==> src/rtl/store_req_unit.sv <==
// -----------------------------------------------------------------------------
// store_req_unit
//
// Store-side bus master for the MEM stage. It takes a store (sb/sh/sw), checks
// its alignment, and builds the byte enables and lane-aligned write data. It
// then issues one write request on the data bus with a req/ack handshake. A
// request that gets no acknowledge within TIMEOUT cycles is aborted.
//
// Ports:
//   clk        in   system clock, rising edge
//   reset      in   asynchronous, active-low reset
//   st_valid   in   store request present this cycle
//   st_type    in   2'b00 none, 2'b01 sb, 2'b10 sh, 2'b11 sw
//   st_addr    in   byte address of the store
//   st_wdata   in   register data (low byte / halfword used for sb / sh)
//   st_ready   out  unit can accept a request (IDLE decode)
//   st_done    out  one-cycle pulse when the bus acknowledges the write
//   exc_ades   out  one-cycle pulse on a misaligned store
//   exc_addr   out  faulting address, held until the next exception
//   bus_err    out  one-cycle pulse on timeout abort
//   m_req      out  write request to the bus
//   m_addr     out  word address of the store
//   m_byteen   out  byte enables
//   m_wdata    out  lane-aligned write data
//   m_ack      in   bus write acknowledge
// -----------------------------------------------------------------------------
module store_req_unit #(
    parameter int TIMEOUT = 16,
    parameter int CNT_W   = 5
) (
    input  logic        clk,
    input  logic        reset,
    input  logic        st_valid,
    input  logic [1:0]  st_type,
    input  logic [31:0] st_addr,
    input  logic [31:0] st_wdata,
    output logic        st_ready,
    output logic        st_done,
    output logic        exc_ades,
    output logic [31:0] exc_addr,
    output logic        bus_err,
    output logic        m_req,
    output logic [31:0] m_addr,
    output logic [3:0]  m_byteen,
    output logic [31:0] m_wdata,
    input  logic        m_ack
);

    typedef enum logic {
        IDLE = 1'b0,
        BUSY = 1'b1
    } state_t;

    localparam logic [1:0] ST_SB = 2'b01;
    localparam logic [1:0] ST_SH = 2'b10;
    localparam logic [1:0] ST_SW = 2'b11;

    localparam logic [CNT_W-1:0] CNT_LAST = CNT_W'(TIMEOUT - 1);

    // Byte enables for an aligned store.
    function automatic logic [3:0] calc_byteen(input logic [1:0] typ,
                                               input logic [1:0] a);
        logic [3:0] be;
        be = 4'b0000;
        case (typ)
            ST_SB:   be = 4'b0001 << a;
            ST_SH:   be = a[1] ? 4'b1100 : 4'b0011;
            ST_SW:   be = 4'b1111;
            default: be = 4'b0000;
        endcase
        return be;
    endfunction

    // Write data moved into its byte lane(s); unused lanes are zero.
    function automatic logic [31:0] calc_wdata(input logic [1:0]  typ,
                                               input logic [1:0]  a,
                                               input logic [31:0] d);
        logic [31:0] wd;
        wd = 32'd0;
        case (typ)
            ST_SB:   wd = {24'd0, d[7:0]} << {a, 3'b000};
            ST_SH:   wd = a[1] ? {d[15:0], 16'd0} : {16'd0, d[15:0]};
            ST_SW:   wd = d;
            default: wd = 32'd0;
        endcase
        return wd;
    endfunction

    state_t           state_q,    state_d;
    logic [CNT_W-1:0] cnt_q,      cnt_d;
    logic             m_req_q,    m_req_d;
    logic [31:0]      m_addr_q,   m_addr_d;
    logic [3:0]       m_byteen_q, m_byteen_d;
    logic [31:0]      m_wdata_q,  m_wdata_d;
    logic             st_done_q,  st_done_d;
    logic             exc_ades_q, exc_ades_d;
    logic [31:0]      exc_addr_q, exc_addr_d;
    logic             bus_err_q,  bus_err_d;

    logic accept;
    logic misalign;

    assign accept   = (state_q == IDLE) && st_valid && (st_type != 2'b00);
    assign misalign = ((st_type == ST_SH) && st_addr[0]) ||
                      ((st_type == ST_SW) && (st_addr[1:0] != 2'b00));

    always_comb begin
        state_d    = state_q;
        cnt_d      = cnt_q;
        m_req_d    = m_req_q;
        m_addr_d   = m_addr_q;
        m_byteen_d = m_byteen_q;
        m_wdata_d  = m_wdata_q;
        st_done_d  = 1'b0;
        exc_ades_d = 1'b0;
        exc_addr_d = exc_addr_q;
        bus_err_d  = 1'b0;

        case (state_q)
            IDLE: begin
                // m_ack is deliberately not looked at here.
                if (accept) begin
                    if (misalign) begin
                        // Bus outputs keep their previous values on a fault.
                        exc_ades_d = 1'b1;
                        exc_addr_d = st_addr;
                    end else begin
                        state_d    = BUSY;
                        cnt_d      = '0;
                        m_req_d    = 1'b1;
                        m_addr_d   = {st_addr[31:2], 2'b00};
                        m_byteen_d = calc_byteen(st_type, st_addr[1:0]);
                        m_wdata_d  = calc_wdata(st_type, st_addr[1:0], st_wdata);
                    end
                end
            end
            BUSY: begin
                // Acknowledge takes priority over the timeout limit.
                if (m_ack) begin
                    state_d    = IDLE;
                    m_req_d    = 1'b0;
                    m_byteen_d = 4'b0000;
                    st_done_d  = 1'b1;
                end else if (cnt_q == CNT_LAST) begin
                    state_d    = IDLE;
                    m_req_d    = 1'b0;
                    m_byteen_d = 4'b0000;
                    bus_err_d  = 1'b1;
                end else begin
                    cnt_d = cnt_q + 1'b1;
                end
            end
            default: state_d = IDLE;
        endcase
    end

    always_ff @(posedge clk or negedge reset) begin
        if (!reset) begin
            state_q    <= IDLE;
            cnt_q      <= '0;
            m_req_q    <= 1'b0;
            m_addr_q   <= 32'd0;
            m_byteen_q <= 4'b0000;
            m_wdata_q  <= 32'd0;
            st_done_q  <= 1'b0;
            exc_ades_q <= 1'b0;
            exc_addr_q <= 32'd0;
            bus_err_q  <= 1'b0;
        end else begin
            state_q    <= state_d;
            cnt_q      <= cnt_d;
            m_req_q    <= m_req_d;
            m_addr_q   <= m_addr_d;
            m_byteen_q <= m_byteen_d;
            m_wdata_q  <= m_wdata_d;
            st_done_q  <= st_done_d;
            exc_ades_q <= exc_ades_d;
            exc_addr_q <= exc_addr_d;
            bus_err_q  <= bus_err_d;
        end
    end

    assign st_ready = (state_q == IDLE);
    assign st_done  = st_done_q;
    assign exc_ades = exc_ades_q;
    assign exc_addr = exc_addr_q;
    assign bus_err  = bus_err_q;
    assign m_req    = m_req_q;
    assign m_addr   = m_addr_q;
    assign m_byteen = m_byteen_q;
    assign m_wdata  = m_wdata_q;

endmodule

==> config.mk <==
export PLATFORM = sky130hd
export DESIGN_NAME = store_req_unit
export DESIGN_NICKNAME = d
export VERILOG_FILES = /design/src/rtl/store_req_unit.sv
export SDC_FILE = /design/constraint.sdc
export NUM_CORES = 1
export LEC_CHECK = 0
export ABC_AREA = 1
export CAP_MARGIN = 10
export CORE_AREA = 2 2 108 110
export DETAILED_ROUTE_END_ITERATION = 7
export DIE_AREA = 0 0 110 112
export HOLD_SLACK_MARGIN = 0.12
export PLACE_DENSITY = 0.79
export SLEW_MARGIN = 10
export SYNTH_ARGS = -nofsm -noshare
export SYNTH_HDL_FRONTEND = slang
export SYNTH_SLANG_ARGS = --single-unit
==> constraint.sdc <==
create_clock -name clk -period 1.9 [get_ports clk]
set_input_delay 0.38 -clock clk [delete_from_list [all_inputs] [get_ports clk]]
set_output_delay 0.38 -clock clk [all_outputs]
set_load 0.01 [all_outputs]
==> metrics.log, run 1 <==
[metrics] Synth Flop Type: sky130_fd_sc_hd__dfrtp_1
[metrics] synthesized-area fraction occupied by adder cells: 0.512%
[metrics] top-level port count: 175
[metrics] post-synthesis average cell area: 8.61 µm²
[metrics] Worst Setup EP: m_byteen[2]
[metrics] XOR/XNOR share of the synthesized area: 0.359%
[metrics] die area: 12,300 µm²
[metrics] estimated wirelength of the detail-placed design: 10.1 mm
[metrics] share of the synthesized area in the top cell type: 55.3%
[metrics] count of max-cap constraint violations: 0
[metrics] power density over the cells: 1040 nW/µm²
[metrics] Static Leak: 0.00355 µW
[metrics] port buffer count: 172
[metrics] count of flip-flops with a built-in enable after synthesis: 0
[metrics] height of the die: 112 µm
[metrics] Placed Instance Area: 6880 µm²
[metrics] RSZ-0062 raised after global routing: false
[metrics] synthesized area: 4880 µm²
[metrics] run status: finished, final reports clean
[metrics] worst-case clock buffer depth: 2
[metrics] flops & latches, synth: 108
[metrics] Post-layout nets: 822
[metrics] dominant combinational cell family by area after synthesis: simple AND/OR/NAND/NOR gates
[metrics] DRT Wirelength: 13.4 mm
[metrics] final antenna diode count: 0
[metrics] dominant cells by area after synthesis: sky130_fd_sc_hd__dfrtp_1 55%, sky130_fd_sc_hd__nand2_1 17%, sky130_fd_sc_hd__nand3_1 5.6%, sky130_fd_sc_hd__o21ai_1 3.7%, sky130_fd_sc_hd__inv_1 3.7%
[metrics] worst-case clock skew: 0.00836 ns
[metrics] global placer's final weighted congestion: 0.967
[metrics] cell with the most instances after synthesis: sky130_fd_sc_hd__nand2_1
[metrics] cell taking the most area after synthesis: sky130_fd_sc_hd__dfrtp_1
[metrics] area fraction in compound gates after synthesis: 8.48%
[metrics] maximum frequency from static timing analysis: 571 MHz
[metrics] crit-path max FO: 6
[metrics] cell depth of the worst flop-to-flop path: 9
[metrics] area grow syn2layout: 47.4%
[metrics] critical path type: reg2reg
[metrics] antenna violations before repair: 0
[metrics] reg-to-reg endpoint: m_byteen[2]
[metrics] worst-skew pair later-pin latency: 0.34 ns
[metrics] share of layout cells above drive strength 1: 10.3%
[metrics] worst min-delay path class: in2async
[metrics] startpoint of the worst register-to-register path: cnt_q[0]
[metrics] initial core utilization: 43.7%
[metrics] number of global-route vias before repair: 4,444
[metrics] number of different library cells in the post-synthesis netlist: 26
[metrics] worst hold slack after final layout: 0.426 ns
[metrics] H-tree depth: 3
[metrics] type of element launching the critical path: flip-flop
[metrics] worst-case setup slack after placement: -0.0278 ns
[metrics] CTS clock-pin slew for the worst setup and hold paths: 0.08 ns
[metrics] number of CTS-inserted buffers: 9
[metrics] average wire per standard cell: 15.0 µm
[metrics] clock tree root buffer cell: sky130_fd_sc_hd__clkbuf_16
[metrics] vias per cell: 4.97
[metrics] start point of the critical path: cnt_q[0]
[metrics] Post-route DRC: 0
[metrics] total number of placement rows: 39
[metrics] final hold violation count: 0
[metrics] DR pass1 iterations: 6
[metrics] top cell types by occurrence after synthesis: 215 x sky130_fd_sc_hd__nand2_1, 108 x sky130_fd_sc_hd__dfrtp_1, 55 x sky130_fd_sc_hd__nand3_1, 48 x sky130_fd_sc_hd__inv_1, 36 x sky130_fd_sc_hd__o21ai_1
[metrics] global-route total usage across every layer: 22.6%
[metrics] pin count of the biggest net entering global routing: 58
[metrics] kind of capture point of the worst setup path: flip-flop
[metrics] register-to-register setup slack: 0.15 ns
[metrics] GR Overflow Total: 0
[metrics] final worst path period share: 92.1%
[metrics] violation count after the first detailed-route iteration: 346
[metrics] wire length of the first global-routing pass: 21.8 mm
[metrics] die span in x: 110 µm
[metrics] number of warnings printed during yosys synthesis: 0
[metrics] fraction of registers with async set or reset after synthesis: 100%
[metrics] required time of the critical path: 2.13 ns
[metrics] final slew viol count: 0
[metrics] setup slack of the critical path after layout: 0.149 ns
[metrics] register area share after synthesis: 55.3%
[metrics] Max VDD drop: 0.543 mV
[metrics] Simple-Gate Fraction of Synth Area: 26.1%
[metrics] multiplexer share of the synthesized area: 0%
[metrics] minimum period implied by the final worst setup slack: 1.75 ns
[metrics] Setup violations, final: 0
[metrics] area of all placed cells without fillers: 7200 µm²
[metrics] synthesized instance count: 567
[metrics] number of vias after detailed routing: 4,460
[metrics] data arrival at the endpoint of the critical path: 1.98 ns
[metrics] number of setup buffers added after CTS: 0
[metrics] residual antenna-violating net count after detailed routing: 0
[metrics] total number of clock tree sinks: 108
[metrics] CTS tree: built
[metrics] area of the core region: 11,200 µm²
## power by group
part	internal (µW)	switching, µW
Sequential	2820	318
Combinational	1360	1100
Clock	1030	854
## metal layers
| layer | global-route usage (%) | share of wire [%] |
|---|---|---|
| met1 | 30.4 | 42 |
| met2 | 36.6 | 48 |
| met3 | 5.39 | 8.4 |
| met4 | 5.91 | 1.6 |
| met5 | 0 | 0 |
## worst min path at each step
stage,start,end,cells past startpoint
finish,reset,cnt_q[0],2
global route,reset,cnt_q[0],2
CTS,reset,cnt_q[0],2
detailed placement,reset,exc_addr[29],1
global placement,reset,exc_addr[29],1
floorplan,reset,bus_err,0
## area by class of cell
cell class	count	area [µm²]
sequential	108	2700
multi-input combinational	375	1740
clock buffer	9	225
inverter	51	191
timing repair buffer	205	2080
tap	143	179
clock inverter	7	76.3
fill	898	3980
## through the flow
| step | std cells | util (%) | setup TNS (ns) | power, µW |
|---|---|---|---|---|
| after floorplan | 568 | - | 0 | 4130 |
| after global placement | 881 | 61.6 | 0 | 5580 |
| after detailed placement | 881 | 61.6 | -0.243 | 5640 |
| after CTS | 898 | 64.4 | 0 | 7540 |
| after global routing | 898 | 64.4 | 0 | 7910 |
| final | 898 | 64.4 | 0 | 7480 |
## sequential cells by signal, indices dropped and copies added, names as in the netlist
name      count
m_req         1
exc_addr     32
m_wdata      32
st_done       1
m_addr       30
state_q       1
cnt_q         5
bus_err       1
m_byteen      4
exc_ades      1
## repair_timing
action / 4_1_cts / 5_1_grt
hold buffers: 1 / 0
resized for setup: 0 / 1
endpoints found under the hold margin: 8 / 0
endpoints found under the setup margin: 0 / 3
## critical path, stage by stage (launching register included)
cell and delay [ns]:
sky130_fd_sc_hd__dfrtp_1 0.41, sky130_fd_sc_hd__ha_1 0.24, sky130_fd_sc_hd__and3_1 0.19, sky130_fd_sc_hd__ha_1 0.19, sky130_fd_sc_hd__nor2_1 0.14, sky130_fd_sc_hd__nand2_1 0.10, sky130_fd_sc_hd__nand2_2 0.12, sky130_fd_sc_hd__nand2_1 0.09
sky130_fd_sc_hd__nand2_1 0.09, sky130_fd_sc_hd__nand2_1 0.05
## cell families (layout without fill, tap and decap cells)
kind of cell,count (synthesis),after routing
simple gates,299,299
flops,108,108
buf+inv,85,272
compound gates,70,70
fa+ha+maj,2,2
xor+xnor,2,2
other cells,1,2
## placed cells by master (no fill, tap or decap), types with 2 or more instances in the layout
master,instances
sky130_fd_sc_hd__nand2_2,4
sky130_fd_sc_hd__buf_4,24
sky130_fd_sc_hd__nand4_1,15
sky130_fd_sc_hd__nor2_2,2
sky130_fd_sc_hd__o21ai_2,17
sky130_fd_sc_hd__inv_2,3
sky130_fd_sc_hd__o21ai_1,36
sky130_fd_sc_hd__clkdlybuf4s50_1,171
sky130_fd_sc_hd__clkinvlp_4,2
sky130_fd_sc_hd__nand3_1,55
sky130_fd_sc_hd__nand2_1,214
sky130_fd_sc_hd__ha_1,2
sky130_fd_sc_hd__dfrtp_1,108
sky130_fd_sc_hd__conb_1,2
sky130_fd_sc_hd__inv_1,48
sky130_fd_sc_hd__clkinv_4,2
sky130_fd_sc_hd__buf_12,9
sky130_fd_sc_hd__clkbuf_16,9
sky130_fd_sc_hd__a21oi_1,3
sky130_fd_sc_hd__nor2_1,5
sky130_fd_sc_hd__o21ai_0,14
No activity file was read; power rests on OpenSTA's default activity.
==> run 2, diff against run 1 <==
==> constraint.sdc (replaced) <==
create_clock -name clk -period 1.9 [get_ports clk]
set_input_delay 0.38 -clock clk [delete_from_list [all_inputs] [get_ports clk]]
set_output_delay 0.38 -clock clk [all_outputs]
set_load 0.005 [all_outputs]
==> run 2 against run 1 <==
  * Register-to-register slack about the same
  * Sequential power about the same
  * Combinational power down 8.1%
  * Critical path depth down 1
  * Non-clock buffer count unchanged
  * Critical endpoint is now cnt_q[3]
  * Largest power group unchanged
==> metrics.log, run 2 (synthesis results as in run 1) <==
[metrics] run status: finished, final reports clean
[metrics] wire length of the first global-routing pass: 22.5 mm (+3.2%)
[metrics] estimated wirelength of the detail-placed design: 10.1 mm (+0.62%)
[metrics] area of the core region: 11,200 µm² (unchanged)
[metrics] Setup violations, final: 0 (unchanged)
[metrics] number of global-route vias before repair: 4,516 (+1.6%)
[metrics] CTS tree: built
[metrics] worst-skew pair later-pin latency: 0.35 ns (about the same)
[metrics] final worst path period share: 91.4% (-0.76 points)
[metrics] critical path type: reg2reg
[metrics] die span in x: 110 µm (unchanged)
[metrics] global placer's final weighted congestion: 0.967 (about the same)
[metrics] final slew viol count: 0 (unchanged)
[metrics] final hold violation count: 0 (unchanged)
[metrics] most common library cell in the layout ignoring fill and taps: sky130_fd_sc_hd__nand2_1
[metrics] crit-path max FO: 10 (+4)
[metrics] Post-layout nets: 822 (unchanged)
[metrics] startpoint of the worst register-to-register path: cnt_q[0]
[metrics] final antenna diode count: 0 (unchanged)
[metrics] count of max-cap constraint violations: 0 (unchanged)
[metrics] type of element launching the critical path: flip-flop
[metrics] Cell Chain, Critical Path: ha_1 -> and3_1 -> ha_1 -> nor2_2 -> nand2_1 -> buf_4 -> nand3_1 -> o21ai_0
[metrics] met2 demand-to-capacity share in global routing: 38.9% (+2.3 points)
[metrics] minimum period implied by the final worst setup slack: 1.74 ns (-0.0144 ns)
[metrics] worst-case clock buffer depth: 2 (unchanged)
[metrics] number of CTS-inserted buffers: 9 (unchanged)
[metrics] residual antenna-violating net count after detailed routing: 0 (unchanged)
[metrics] Max VDD drop: 0.555 mV (+2.2%)
[metrics] height of the die: 112 µm (unchanged)
[metrics] initial core utilization: 43.7% (unchanged)
[metrics] routing layer with the top usage in global route: met2
[metrics] die area: 12,300 µm² (unchanged)
[metrics] delay of the slowest cell on the worst path: 0.41 ns (about the same)
[metrics] total number of clock tree sinks: 108 (unchanged)
[metrics] DR pass1 iterations: 5 (-1)
[metrics] area grow syn2layout: 48.2%
[metrics] average wire per standard cell: 15.4 µm (+2.7%)
[metrics] top-level port count: 175 (unchanged)
[metrics] worst-case clock skew: 0.00730 ns (-0.00106 ns)
[metrics] pin count of the biggest net entering global routing: 58 (unchanged)
[metrics] filler cell count: 904 (+0.67%)
[metrics] H-tree depth: 3 (unchanged)
[metrics] required time of the critical path: 2.12 ns (about the same)
[metrics] GR Overflow Total: 0 (unchanged)
[metrics] data arrival at the endpoint of the critical path: 1.95 ns (-0.03 ns)
[metrics] clock tree root buffer cell: sky130_fd_sc_hd__clkbuf_16
[metrics] port buffer count: 172 (unchanged)
[metrics] violation count after the first detailed-route iteration: 296 (-14%)
[metrics] total number of placement rows: 39 (unchanged)
[metrics] RSZ-0062 raised after global routing: false
[metrics] DRT Wirelength: 13.8 mm (+2.7%)
[metrics] kind of capture point of the worst setup path: flip-flop
[metrics] Static Leak: 0.00357 µW (+0.70%)
[metrics] number of vias after detailed routing: 4,482 (+0.49%)
[metrics] highest-count cells in the layout ignoring fill and taps: 214 x sky130_fd_sc_hd__nand2_1, 171 x sky130_fd_sc_hd__clkdlybuf4s50_1, 108 x sky130_fd_sc_hd__dfrtp_1
[metrics] most used cell along the critical path: sky130_fd_sc_hd__ha_1
[metrics] antenna violations before repair: 0 (unchanged)
[metrics] global-route total usage across every layer: 23.4% (+0.76 points)
[metrics] worst min-delay path class: in2async
[metrics] start point of the critical path: cnt_q[0]
[metrics] CTS clock-pin slew for the worst setup and hold paths: 0.07 ns (about the same)
[metrics] GR Util met3: 4.51% (-0.88 points)
[metrics] final cell utilization of the core: 64.8% (+0.38 points)
[metrics] vias per cell: 4.99 (+0.49%)
[metrics] cell with the largest stage delay on the worst path: sky130_fd_sc_hd__dfrtp_1
[metrics] Post-route DRC: 0 (unchanged)
[metrics] share of layout cells above drive strength 1: 10.3% (unchanged)
[metrics] power density over the cells: 1040 nW/µm² (+0.20%)
[metrics] maximum frequency from static timing analysis: 576 MHz (+0.83%)
[metrics] met1 track demand over resource in global routing: 30.4% (about the same)
[metrics] total power draw: 7540 µW (+0.79%)
==> run 2: metal layers <==
layer	vias up	routed length (µm)	share of wire, %
met5	-	0	0
met4	0	246	1.8
met3	22	1060	7.7
met2	178	6680	48
met1	2117	5810	42
li1	2165	-	-
==> run 2: report_power, final <==
group,leakage [µW],internal (µW),switching [µW],total [µW]
clock network,0.000167,1290,840,2130
logic,0.00204,1350,912,2260
registers,0.00137,2820,327,3150
total,0.00357,5460,2080,7540
==> run 2: cell type report <==
cell class | instances | area [µm²] | area share [%]
sequential | 108 | 2700 | 37.3
timing repair buffer | 205 | 2080 | 28.8
multi-input combinational | 375 | 1740 | 24.1
clock buffer | 10 | 229 | 3.16
inverter | 51 | 191 | 2.64
tap | 143 | 179 | 2.47
clock inverter | 6 | 113 | 1.56
==> run 2: final timing paths <==
path	end	slack, ns	depth (start not counted)
hold / removal	cnt_q[0]	0.43	2
setup / recovery	cnt_q[3]	0.16	8
min in group clk	m_req	0.47	2
hold reg to reg	m_req	0.47	2
setup reg to reg	cnt_q[3]	0.16	8
max in group asynchronous	exc_addr[9]	0.95	3
==> run 2: metrics by stage <==
step                      hold slack [ns]  cells  setup slack [ns]  setup TNS, ns  area (µm²)
final                               0.427    898             0.164              0        7240
after global routing                0.434    898           0.00354              0        7240
after CTS                           0.415    898            0.0846              0        7240
after detailed placement            0.225    881           -0.0211         -0.150        6880
after global placement              0.223    881            0.0139              0        6880
after floorplan                    0.0844    568             0.304              0        4890
==> run 2: timing repair <==
action,4_1_cts,5_1_grt
hold buffers,1,0
endpoints found under the setup margin,0,4
setup buffers,0,0
resized for setup,0,2
hold endpoints to repair,8,0
==> run 2: worst max-delay path: cells and delay by family (launching register included) <==
kind,cells,cell delay (ns)
adders and majority gates,2,0.43
DFF,1,0.41
and+or+nand+nor,4,0.49
AOI/OAI and AO/OA,1,0.10
buffers and inverters,1,0.17
==> run 3, diff against run 2 <==
==> constraint.sdc (replaced) <==
create_clock -name clk -period 1.8 [get_ports clk]
set_input_delay 0.36 -clock clk [delete_from_list [all_inputs] [get_ports clk]]
set_output_delay 0.36 -clock clk [all_outputs]
set_load 0.005 [all_outputs]
==> run 3 against run 2 <==
  * Sequential share of layout area is 0.17 points lower
  * Largest cell class unchanged
  * Worst setup slack worse by 0.028 ns
  * Clock skew is 0.0018 ns lower
  * Design area is 0.45% higher
==> metrics.log, run 3 (synthesis results as in run 1) <==
[metrics] run status: finished, final reports clean
[metrics] area of the core region: 11,200 µm² (unchanged)
[metrics] area grow syn2layout: 48.9%
[metrics] Max VDD drop: 0.609 mV (+9.7%)
[metrics] Post-route DRC: 0 (unchanged)
[metrics] Static Leak: 0.00360 µW (+0.76%)
[metrics] GR Overflow Total: 0 (unchanged)
[metrics] Post-layout nets: 830 (+0.97%)
[metrics] minimum period implied by the final worst setup slack: 1.66 ns (-0.0716 ns)
[metrics] final slew viol count: 0 (unchanged)
[metrics] port buffer count: 172 (unchanged)
[metrics] number of setup buffers added after CTS: 0 (unchanged)
[metrics] worst min-delay path class: reg2reg
[metrics] DRT Wirelength: 13.9 mm (+0.46%)
[metrics] most common library cell in the layout ignoring fill and taps: sky130_fd_sc_hd__nand2_1
[metrics] antenna violations before repair: 0 (unchanged)
[metrics] clock tree root buffer cell: sky130_fd_sc_hd__clkbuf_16
[metrics] CTS clock-pin slew for the worst setup and hold paths: 0.07 ns (about the same)
[metrics] DR pass1 iterations: 5 (unchanged)
[metrics] worst-case clock skew: 0.00550 ns (-0.00180 ns)
[metrics] highest-count cells in the layout ignoring fill and taps: 215 x sky130_fd_sc_hd__nand2_1, 171 x sky130_fd_sc_hd__clkdlybuf4s50_1, 108 x sky130_fd_sc_hd__dfrtp_1
[metrics] estimated wirelength of the detail-placed design: 10.4 mm (+3.0%)
[metrics] Setup violations, final: 0 (unchanged)
[metrics] sum of negative setup slack: 0 ns (unchanged)
[metrics] top-level port count: 175 (unchanged)
[metrics] kind of capture point of the worst setup path: flip-flop
[metrics] RSZ-0062 raised after global routing: false
[metrics] H-tree depth: 3 (unchanged)
[metrics] area of all placed cells without fillers: 7270 µm² (+0.45%)
[metrics] worst-case clock buffer depth: 2 (unchanged)
[metrics] die span in x: 110 µm (unchanged)
[metrics] final hold violation count: 0 (unchanged)
[metrics] residual antenna-violating net count after detailed routing: 0 (unchanged)
[metrics] critical path type: reg2reg
[metrics] power density over the cells: 1080 nW/µm² (+4.2%)
[metrics] final antenna diode count: 0 (unchanged)
[metrics] vias per cell: 4.99 (about the same)
[metrics] number of CTS-inserted buffers: 9 (unchanged)
[metrics] total number of placement rows: 39 (unchanged)
[metrics] number of global-route vias before repair: 4,533 (+0.38%)
[metrics] cell with the largest stage delay on the worst path: sky130_fd_sc_hd__dfrtp_1
[metrics] Buf/Inv on CP: 1 (unchanged)
[metrics] worst-skew pair later-pin latency: 0.34 ns (about the same)
[metrics] height of the die: 112 µm (unchanged)
[metrics] crit-path max FO: 10 (unchanged)
[metrics] wire length of the first global-routing pass: 22.4 mm (-0.21%)
[metrics] CTS tree: built
[metrics] initial core utilization: 43.7% (unchanged)
[metrics] pin count of the biggest net entering global routing: 58 (unchanged)
[metrics] delay of the slowest cell on the worst path: 0.41 ns (about the same)
[metrics] global-route total usage across every layer: 23.6% (+0.25 points)
[metrics] count of max-cap constraint violations: 0 (unchanged)
[metrics] die area: 12,300 µm² (unchanged)
[metrics] dominant delay contributor by cell family on the critical path: simple AND/OR/NAND/NOR gates
[metrics] final worst path period share: 92.5% (+1.1 points)
[metrics] required time of the critical path: 2.03 ns (-0.09 ns)
[metrics] maximum frequency from static timing analysis: 601 MHz (+4.3%)
[metrics] type of element launching the critical path: flip-flop
[metrics] most used cell along the critical path: sky130_fd_sc_hd__ha_1
[metrics] global placer's final weighted congestion: 0.950 (-1.8%)
[metrics] total number of clock tree sinks: 108 (unchanged)
[metrics] share of layout cells above drive strength 1: 11.0% (+0.68 points)
[metrics] average wire per standard cell: 15.3 µm (-0.42%)
[metrics] data arrival at the endpoint of the critical path: 1.89 ns (-0.06 ns)
[metrics] Placed Instance Area: 6930 µm² (+0.69%)
[metrics] violation count after the first detailed-route iteration: 250 (-16%)
[metrics] number of vias after detailed routing: 4,525 (+0.96%)
[metrics] Cell Chain, Critical Path: ha_1 -> and3_1 -> ha_1 -> nor2_2 -> nand2_1 -> buf_4 -> nand3_1 -> o21ai_0
run 3: report_power, final:
group | total (µW) | switching [µW] | leakage [µW] | internal (µW)
Sequential | 3320 | 348 | 0.00137 | 2980
Clock | 2170 | 869 | 0.000160 | 1300
Combinational | 2390 | 963 | 0.00207 | 1430
run 3: repair_timing:
| item | CTS | global route |
|---|---|---|
| hold buffers | 1 | 0 |
| resized for setup | 0 | 1 |
| endpoints found under the hold margin | 29 | 0 |
| setup endpoints to repair | 0 | 8 |
run 3: worst register-to-register path: cells and delay by family (launching register included):
kind            cells  cell delay (ns)
simple gates        4             0.47
flops               1             0.41
buf+inv             1             0.17
fa+ha+maj           2             0.44
compound gates      1             0.08
run 3: path summary, 6_finish.rpt:
| check | to | from | slack [ns] | cells after the start |
|---|---|---|---|---|
| min in group asynchronous | m_addr[29] | reset | 0.57 | 2 |
| setup / recovery | cnt_q[3] | cnt_q[0] | 0.14 | 8 |
| max in group asynchronous | exc_addr[5] | reset | 0.59 | 3 |
| setup reg to reg | cnt_q[3] | cnt_q[0] | 0.14 | 8 |
| hold / removal | m_wdata[4] | m_wdata[4] | 0.48 | 2 |
| hold reg to reg | m_wdata[4] | m_wdata[4] | 0.48 | 2 |
run 3: cell type report:
class	instances	area, µm²
multi-input cells	375	1740
flip-flops and latches	108	2700
clock inverters	3	68.8
well taps	143	179
fillers	911	3900
inverters	51	191
repair buffers	213	2130
clock buffers	13	260
run 3: metal layers:
layer,track usage (%),part of all wire (%),routed length [µm]
met1,30.7,41,5700
met2,38.0,48,6690
met3,6.15,8.7,1210
met4,8.35,1.9,259
met5,0,0,0
run 3: per-stage QoR:
step | util, % | hold WS (ns) | cells | total power, µW | worst slack, ns
detailed placement | 62.0 | 0.340 | 889 | 5760 | -0.146
finish | 65.1 | 0.481 | 906 | 7890 | 0.135
global route | 65.1 | 0.505 | 906 | 8370 | 0.0196
global placement | 62.0 | 0.327 | 889 | 5670 | -0.0963
CTS | 65.1 | 0.486 | 906 | 7950 | 0.0953
floorplan | - | 0.0644 | 568 | 4150 | 0.204
